### src/rtl/dvp_rgb565_cap_if.sv
// Bundles the DVP camera byte bus and the RGB888 output stream of the
// capture front end.
//   master : camera / sensor model side - drives cam_*, observes the stream.
//   slave  : capture block side - samples cam_*, drives post_* and status pulses.
//   cam_vsync/cam_href/cam_data : raw camera bus (high byte of a pixel first)
//   post_vs/post_de/post_data   : aligned VSYNC, pixel strobe, {R,G,B} pixel
//   line_err/frame_err/frame_done : one-cycle geometry / frame status pulses
interface dvp_rgb565_cap_if;
    logic        cam_vsync;
    logic        cam_href;
    logic [7:0]  cam_data;
    logic        post_vs;
    logic        post_de;
    logic [23:0] post_data;
    logic        line_err;
    logic        frame_err;
    logic        frame_done;

    modport master (
        output cam_vsync, cam_href, cam_data,
        input  post_vs, post_de, post_data, line_err, frame_err, frame_done
    );

    modport slave (
        input  cam_vsync, cam_href, cam_data,
        output post_vs, post_de, post_data, line_err, frame_err, frame_done
    );
endinterface

### src/rtl/dvp_rgb565_cap.sv
// DVP RGB565 capture front end.
// Registers the camera bus, pairs bytes into RGB565 pixels, expands them to
// RGB888 by MSB replication and emits them as a strobed stream. After the
// first enable following reset, SKIP_FRAMES frames are discarded while the
// sensor settles. Line and frame geometry are checked against H_DISP/V_DISP.
// Ports:
//   pre_clk  : camera pixel clock, the only clock
//   rst      : synchronous active-high reset
//   EN       : capture enable (level)
//   post_clk : copy of pre_clk for the downstream stage
//   bus      : camera bus in, pixel stream and status pulses out
module dvp_rgb565_cap #(
    parameter logic [11:0] H_DISP      = 12'd1280,
    parameter logic [10:0] V_DISP      = 11'd720,
    parameter logic [3:0]  SKIP_FRAMES = 4'd10
) (
    input  logic             pre_clk,
    input  logic             rst,
    input  logic             EN,
    output logic             post_clk,
    dvp_rgb565_cap_if.slave  bus
);
    typedef enum logic [1:0] {ST_IDLE, ST_SKIP, ST_WAIT_VS, ST_RUN} state_t;

    state_t      state_q, state_d;
    logic        vs_d1_q, vs_d1_d, vs_d2_q, vs_d2_d;
    logic        href_d1_q, href_d1_d, href_d2_q, href_d2_d;
    logic [7:0]  data_d1_q, data_d1_d;
    logic [3:0]  skip_cnt_q, skip_cnt_d;
    logic        skip_done_q, skip_done_d;
    logic        phase_q, phase_d;
    logic [7:0]  hi_q, hi_d;
    logic [11:0] h_cnt_q, h_cnt_d;
    logic [10:0] v_cnt_q, v_cnt_d;
    logic        post_de_q, post_de_d;
    logic [23:0] post_data_q, post_data_d;
    logic        line_err_q, line_err_d;
    logic        frame_err_q, frame_err_d;
    logic        frame_done_q, frame_done_d;

    logic        vs_pedge, href_nedge;
    logic [10:0] v_cnt_inc;
    logic [15:0] px;
    logic [23:0] rgb888;

    assign vs_pedge   = vs_d1_q & ~vs_d2_q;
    assign href_nedge = ~href_d1_q & href_d2_q;
    assign v_cnt_inc  = (v_cnt_q == 11'h7FF) ? v_cnt_q : v_cnt_q + 11'd1;

    // High byte was latched one cycle earlier; low byte is on data_d1 now.
    assign px     = {hi_q, data_d1_q};
    assign rgb888 = {px[15:11], px[15:13], px[10:5], px[10:9], px[4:0], px[4:2]};

    always_comb begin
        state_d      = state_q;
        vs_d1_d      = bus.cam_vsync;
        vs_d2_d      = vs_d1_q;
        href_d1_d    = bus.cam_href;
        href_d2_d    = href_d1_q;
        data_d1_d    = bus.cam_data;
        skip_cnt_d   = skip_cnt_q;
        skip_done_d  = skip_done_q;
        phase_d      = phase_q;
        hi_d         = hi_q;
        h_cnt_d      = h_cnt_q;
        v_cnt_d      = v_cnt_q;
        post_de_d    = 1'b0;
        post_data_d  = post_data_q;
        line_err_d   = 1'b0;
        frame_err_d  = 1'b0;
        frame_done_d = 1'b0;

        case (state_q)
            ST_IDLE: begin
                skip_cnt_d = 4'd0;
                phase_d    = 1'b0;
                if (EN) begin
                    // Settling skip happens only once per reset.
                    if (skip_done_q || (SKIP_FRAMES == 4'd0)) state_d = ST_WAIT_VS;
                    else                                      state_d = ST_SKIP;
                end
            end
            ST_SKIP: begin
                if (skip_cnt_q == SKIP_FRAMES) begin
                    state_d     = ST_WAIT_VS;
                    skip_done_d = 1'b1;
                end else if (vs_pedge) begin
                    skip_cnt_d = skip_cnt_q + 4'd1;
                end
            end
            ST_WAIT_VS: begin
                if (vs_pedge) begin
                    state_d = ST_RUN;
                    h_cnt_d = 12'd0;
                    v_cnt_d = 11'd0;
                    phase_d = 1'b0;
                end
            end
            ST_RUN: begin
                if (href_d1_q) begin
                    if (!phase_q) begin
                        hi_d    = data_d1_q;
                        phase_d = 1'b1;
                    end else begin
                        post_data_d = rgb888;
                        post_de_d   = 1'b1;
                        phase_d     = 1'b0;
                        h_cnt_d     = (h_cnt_q == 12'hFFF) ? h_cnt_q : h_cnt_q + 12'd1;
                    end
                end else begin
                    // A dangling high byte at line end is dropped here.
                    phase_d = 1'b0;
                end
                if (href_nedge) begin
                    line_err_d = (h_cnt_q != H_DISP) || phase_q;
                    v_cnt_d    = v_cnt_inc;
                    h_cnt_d    = 12'd0;
                end
                if (vs_pedge) begin
                    frame_done_d = 1'b1;
                    // A line ending on the same cycle is counted before the check.
                    frame_err_d  = (href_nedge ? v_cnt_inc : v_cnt_q) != V_DISP;
                    v_cnt_d      = 11'd0;
                end
            end
            default: state_d = ST_IDLE;
        endcase

        // Disable wins over everything: no pixel, no pulses, back to IDLE.
        if (!EN) begin
            state_d      = ST_IDLE;
            post_de_d    = 1'b0;
            post_data_d  = post_data_q;
            line_err_d   = 1'b0;
            frame_err_d  = 1'b0;
            frame_done_d = 1'b0;
        end
    end

    always_ff @(posedge pre_clk) begin
        if (rst) begin
            state_q      <= ST_IDLE;
            vs_d1_q      <= 1'b0;
            vs_d2_q      <= 1'b0;
            href_d1_q    <= 1'b0;
            href_d2_q    <= 1'b0;
            data_d1_q    <= 8'd0;
            skip_cnt_q   <= 4'd0;
            skip_done_q  <= 1'b0;
            phase_q      <= 1'b0;
            hi_q         <= 8'd0;
            h_cnt_q      <= 12'd0;
            v_cnt_q      <= 11'd0;
            post_de_q    <= 1'b0;
            post_data_q  <= 24'd0;
            line_err_q   <= 1'b0;
            frame_err_q  <= 1'b0;
            frame_done_q <= 1'b0;
        end else begin
            state_q      <= state_d;
            vs_d1_q      <= vs_d1_d;
            vs_d2_q      <= vs_d2_d;
            href_d1_q    <= href_d1_d;
            href_d2_q    <= href_d2_d;
            data_d1_q    <= data_d1_d;
            skip_cnt_q   <= skip_cnt_d;
            skip_done_q  <= skip_done_d;
            phase_q      <= phase_d;
            hi_q         <= hi_d;
            h_cnt_q      <= h_cnt_d;
            v_cnt_q      <= v_cnt_d;
            post_de_q    <= post_de_d;
            post_data_q  <= post_data_d;
            line_err_q   <= line_err_d;
            frame_err_q  <= frame_err_d;
            frame_done_q <= frame_done_d;
        end
    end

    assign post_clk       = pre_clk;
    assign bus.post_vs    = vs_d2_q;
    assign bus.post_de    = post_de_q;
    assign bus.post_data  = post_data_q;
    assign bus.line_err   = line_err_q;
    assign bus.frame_err  = frame_err_q;
    assign bus.frame_done = frame_done_q;
endmodule

### src/flat_wrapper.sv
// flat-port wrapper written by rule: the top's interface ports become plain ports
module dvp_rgb565_cap_flat 
#(
    parameter logic [11:0] H_DISP      = 12'd1280,
    parameter logic [10:0] V_DISP      = 11'd720,
    parameter logic [3:0]  SKIP_FRAMES = 4'd10
)
  (pre_clk, rst, EN, post_clk, bus_cam_vsync, bus_cam_href, bus_cam_data, bus_post_vs, bus_post_de, bus_post_data, bus_line_err, bus_frame_err, bus_frame_done);
  dvp_rgb565_cap_if bus_i ();
  input  logic pre_clk;
  input  logic rst;
  input  logic EN;
  output logic post_clk;
  input wire logic [$bits(bus_i.cam_vsync)-1:0] bus_cam_vsync;
  input wire logic [$bits(bus_i.cam_href)-1:0] bus_cam_href;
  input wire logic [$bits(bus_i.cam_data)-1:0] bus_cam_data;
  output wire logic [$bits(bus_i.post_vs)-1:0] bus_post_vs;
  output wire logic [$bits(bus_i.post_de)-1:0] bus_post_de;
  output wire logic [$bits(bus_i.post_data)-1:0] bus_post_data;
  output wire logic [$bits(bus_i.line_err)-1:0] bus_line_err;
  output wire logic [$bits(bus_i.frame_err)-1:0] bus_frame_err;
  output wire logic [$bits(bus_i.frame_done)-1:0] bus_frame_done;
  assign bus_i.cam_vsync = bus_cam_vsync;
  assign bus_i.cam_href = bus_cam_href;
  assign bus_i.cam_data = bus_cam_data;
  assign bus_post_vs = bus_i.post_vs;
  assign bus_post_de = bus_i.post_de;
  assign bus_post_data = bus_i.post_data;
  assign bus_line_err = bus_i.line_err;
  assign bus_frame_err = bus_i.frame_err;
  assign bus_frame_done = bus_i.frame_done;
  dvp_rgb565_cap #(.H_DISP(H_DISP), .V_DISP(V_DISP), .SKIP_FRAMES(SKIP_FRAMES)) u_core (.pre_clk(pre_clk), .rst(rst), .EN(EN), .post_clk(post_clk), .bus(bus_i));
endmodule
### config.mk
export PLATFORM = sky130hd
export DESIGN_NAME = dvp_rgb565_cap_flat
export DESIGN_NICKNAME = d
export VERILOG_FILES = /design/src/rtl/dvp_rgb565_cap_if.sv /design/src/rtl/dvp_rgb565_cap.sv /design/src/flat_wrapper.sv
export SDC_FILE = /design/constraint.sdc
export NUM_CORES = 1
export LEC_CHECK = 0
export ABC_AREA = 1
export CORE_MARGIN = 2
export CORE_UTILIZATION = 28
export DETAILED_ROUTE_END_ITERATION = 16
export REMOVE_ABC_BUFFERS = 1
export SETUP_SLACK_MARGIN = 0.3
export SLEW_MARGIN = 20
export SYNTH_ARGS = -nofsm -noshare
export SYNTH_HDL_FRONTEND = slang
export SYNTH_SLANG_ARGS = --single-unit
### constraint.sdc
create_clock -name pre_clk -period 3.7 [get_ports pre_clk]
set_input_delay 0.37 -clock pre_clk [delete_from_list [all_inputs] [get_ports pre_clk]]
set_output_delay 0.37 -clock pre_clk [all_outputs]
set_load 0.02 [all_outputs]
# Word-level counts from Yosys, hierarchy flattened
# Cells that the tools add are included.
# op_classes
add_sub_neg	3
multipliers	0
div_mod_pow	0
order_cmp	0
n_eq_ne	15
shift	0
n_mux	24
bitwise_logic	9
reduce_logical	19
# op_table
operator	n
$mux 12	5
$mux 11	4
$pmux 12 s2	1
$pmux 11 s2	1
$add 12x1->12 const B	1
$eq 12x12->1 const B	1
$ne 12x11->1 const B	1
$reduce_or 4->1	3
$add 11x1->11 const B	1
$eq 11x11->1 const B	1
$ne 11x10->1 const B	1
$reduce_and 3->1	3
$mux 4	2
$pmux 4 s2	1
$not 1->1	7
$mux 2	3
$ne 2x1->1 const B	3
$ne 3x1->1 const B	2
$pmux 2 s3	1
$reduce_and 2->1	3
$reduce_bool 3->1	2
$mux 1	5
$reduce_and 5->1	1
$add 4x1->4 const B	1
other kinds (13)	16
# totals
register_bits	79
latchBits	0
ram_bits	0
romBits	0
inputBits	13
out_inout_bits	30
word_cells	87
mem_count	0

# Logic depth before layout (Yosys ltp)
# depth
depth_word	6
depth_mapped	12
depth_no_buf	12

==> flow_metrics.py <==
metrics = {
    "global_route": {
        "grt_max_degree": 38,
        "track_usage_pct": 13.1,
        "grt_pass1_vias": 3063,
        "gr-total-overflow": 0,
        "antenna_found_initial": 0,
        "grt_pass1_wl_um": 14000,
    },
    "run_status": {
        "outcome": "completed",
    },
    "synth": {
        "post_synth_num_cell_types": 38,
        "ys_seq_area_share_pct": 40.6,
        "synth_most_common_cell": "nand2_1",
        "synth_flop_cell": "dfxtp_1",
        "ys_seq_elements": 71,
        "syn_inst": 504,
        "synth_edf_count": 0,
        "yosys.area.top_type_share_pct": 40.6,
        "ys_warn_count": 0,
        "synth.avg_cell_area_um2": 6.95,
        "async_flop_share_pct": 0,
        "syn-cell-area_um2": 3500,
        "synthTopCellsByCount": "nand2_1 (109), nor2_1 (81), dfxtp_1 (71)",
        "yosysTopAreaCell": "dfxtp_1",
        "ys_top_cells_by_area": "dfxtp_1 (41%), nand2_1 (12%), nor2_1 (8.7%)",
    },
    "finish": {
        "syn2layout_area_growth_pct": 25.6,
        "multiInputGateArea_um2": 1700,
        "nets": 563,
        "drive_gt1_share_pct": 6.99,
        "fill_cells": 1303,
        "n_antenna_cell": 0,
        "register_area_um2": 1420,
        "finish.instance_area_um2": 4400,
    },
    "floorplan": {
        "coreArea_um2": 12100,
        "dieArea_um2": 13400,
        "die_h_um": 116,
        "io_pins": 43,
        "rows": 40,
        "floorplan.initialDensity_pct": 28.9,
        "die_w_um": 116,
    },
    "clocking": {
        "cts-hold-fix-buffers": 0,
        "post_cts_buffers": 0,
        "clk_pin_slew_worst_paths_ns": 0.06,
        "cts_tree": "built",
        "cts_resized": 0,
        "insertion_delay_ns": 0.44,
    },
    "place": {
        "dp_slack_ns": 0.972,
        "hpwl_um": 5680,
        "dpl_cell_area_um2": 4010,
        "gp_congestion": 0.860,
        "port_buffers": 42,
    },
    "critical_path": {
        "end_kind": "output port",
        "start_kind": "clock port",
        "worst_ep_required_time_ns": 3.33,
        "cp_max_fo": 2,
        "crit_type": "clock port to output port",
        "rrSetupSlack_ns": 1.41,
        "arrival_ns": 2.63,
    },
    "routing": {
        "drt_first_pass_iters": 6,
        "num_vias": 3208,
        "wl_per_cell_um": 11.4,
        "viasPerCell": 4.51,
        "routed_wl_um": 8120,
        "drcViolationCount": 0,
        "ant_nets": 0,
        "drtIter0Drc": 163,
    },
    "power": {
        "clock_power_share_pct": 54.4,
        "p_sw_mw": 0.473,
        "p_leak_nw": 1.76,
        "pwr-share-comb_pct": 6.3,
        "p_int_mw": 1.54,
        "pwr-share-seq_pct": 39.3,
        "worst_ir_drop_vdd_uv": 344,
        "switching_share_pct": 23.4,
        "power.density_nw_per_um2": 458,
    },
    "sta": {
        "fin_skew_ns": 0.00645,
        "final-max-slew-violation-count": 0,
        "timing.final.hold_violations": 0,
        "slew_headroom_pct": 43.2,
        "rsz0062_at_grt": "false",
        "setup_ws_ns": 0.701,
        "setup_tns_ns": 0,
        "setup_viol": 0,
        "tightest_slew_ns": 0.847,
    },
    "run": {
        "cap_viol_max_count": 0,
    },
    "worst_hold_path": {
        "min_path_type": "primary input to register",
    },
}
==> worst paths after layout <==
check | cells past startpoint | start | end
worst max-delay path | 3 | pre_clk | post_clk
worst min-delay path | 3 | bus_cam_data[7] | u_core.data_d1_q[7]
worst max register to register | 11 | u_core.state_q[0] | u_core.h_cnt_q[3]
worst min register to register | 2 | u_core.vs_d1_q | u_core.bus.post_vs
==> registers in the layout (all words and copies together) (netlist names), 2 cells and up <==
register and count:
u_core.data_d1_q 8, u_core.v_cnt_q 11, u_core.bus.post_data 16, u_core.hi_q 8, u_core.state_q 2, u_core.h_cnt_q 12
u_core.skip_cnt_q 4
==> cells in the final DEF, fill, tap and decap left out, types with 3 or more instances in the layout <==
master / n
nor2_1: 81
clkdlybuf4s50_1: 42
nand4_1: 9
nor3_1: 7
nand3b_1: 4
nand2_1: 109
inv_1: 63
nand3_1: 38
nor4_1: 3
xor2_1: 4
ha_1: 11
clkbuf_16: 12
a21oi_1: 32
dfxtp_1: 71
nand2_2: 4
nor2_2: 3
o21ai_0: 19
==> routing by layer <==
metal  track usage, %  share of wire, %
met1             16.6                47
met3             4.29               6.6
met4             4.84               1.1
met5                0                 0
met2             20.7                46
==> layout make-up <==
cell class,instances,share of cell area [%]
inverter,65,5.55
timing repair buffer,42,9.50
clock inverter,5,1.45
sequential,71,32.3
clock buffer,15,7.68
multi-input combinational,346,38.7
tap,168,4.78
==> through the flow <==
stage	hold WS (ns)	power, mW	util (%)	std cells
4_1_cts	0.429	2.05	36.3	712
5_1_grt	0.432	2.11	36.3	712
3_5_place_dp	0.453	0.973	33.1	693
6_report	0.438	2.02	36.3	712
2_1_floorplan	0.370	0.884	-	482
3_3_place_gp	0.441	0.968	33.1	693
==> power groups by stage <==
| stage | Sequential (mW) | Clock (mW) | Combinational (mW) |
|---|---|---|---|
| floorplan | 0.807 | 0 | 0.0774 |
| global placement | 0.809 | 0.0363 | 0.123 |
| detailed placement | 0.809 | 0.0363 | 0.127 |
| CTS | 0.792 | 1.13 | 0.127 |
| global route | 0.795 | 1.17 | 0.143 |
| finish | 0.793 | 1.10 | 0.127 |
==> kinds of logic (layout without fill, tap and decap cells) <==
logic type	count (synthesis)	after routing	share of synthesized area [%]
buf+inv	87	127	10.8
xor+xnor	5	5	1.25
compound gates	64	64	10.0
flops	71	71	40.6
simple gates	266	266	33.4
fa+ha+maj	11	11	3.93
==> critical path, stage by stage <==
cell and delay, ns:
clkbuf_16 0.12, clkbuf_16 0.13, clkdlybuf4s50_1 0.53
Power figures use the tool's default switching activity.
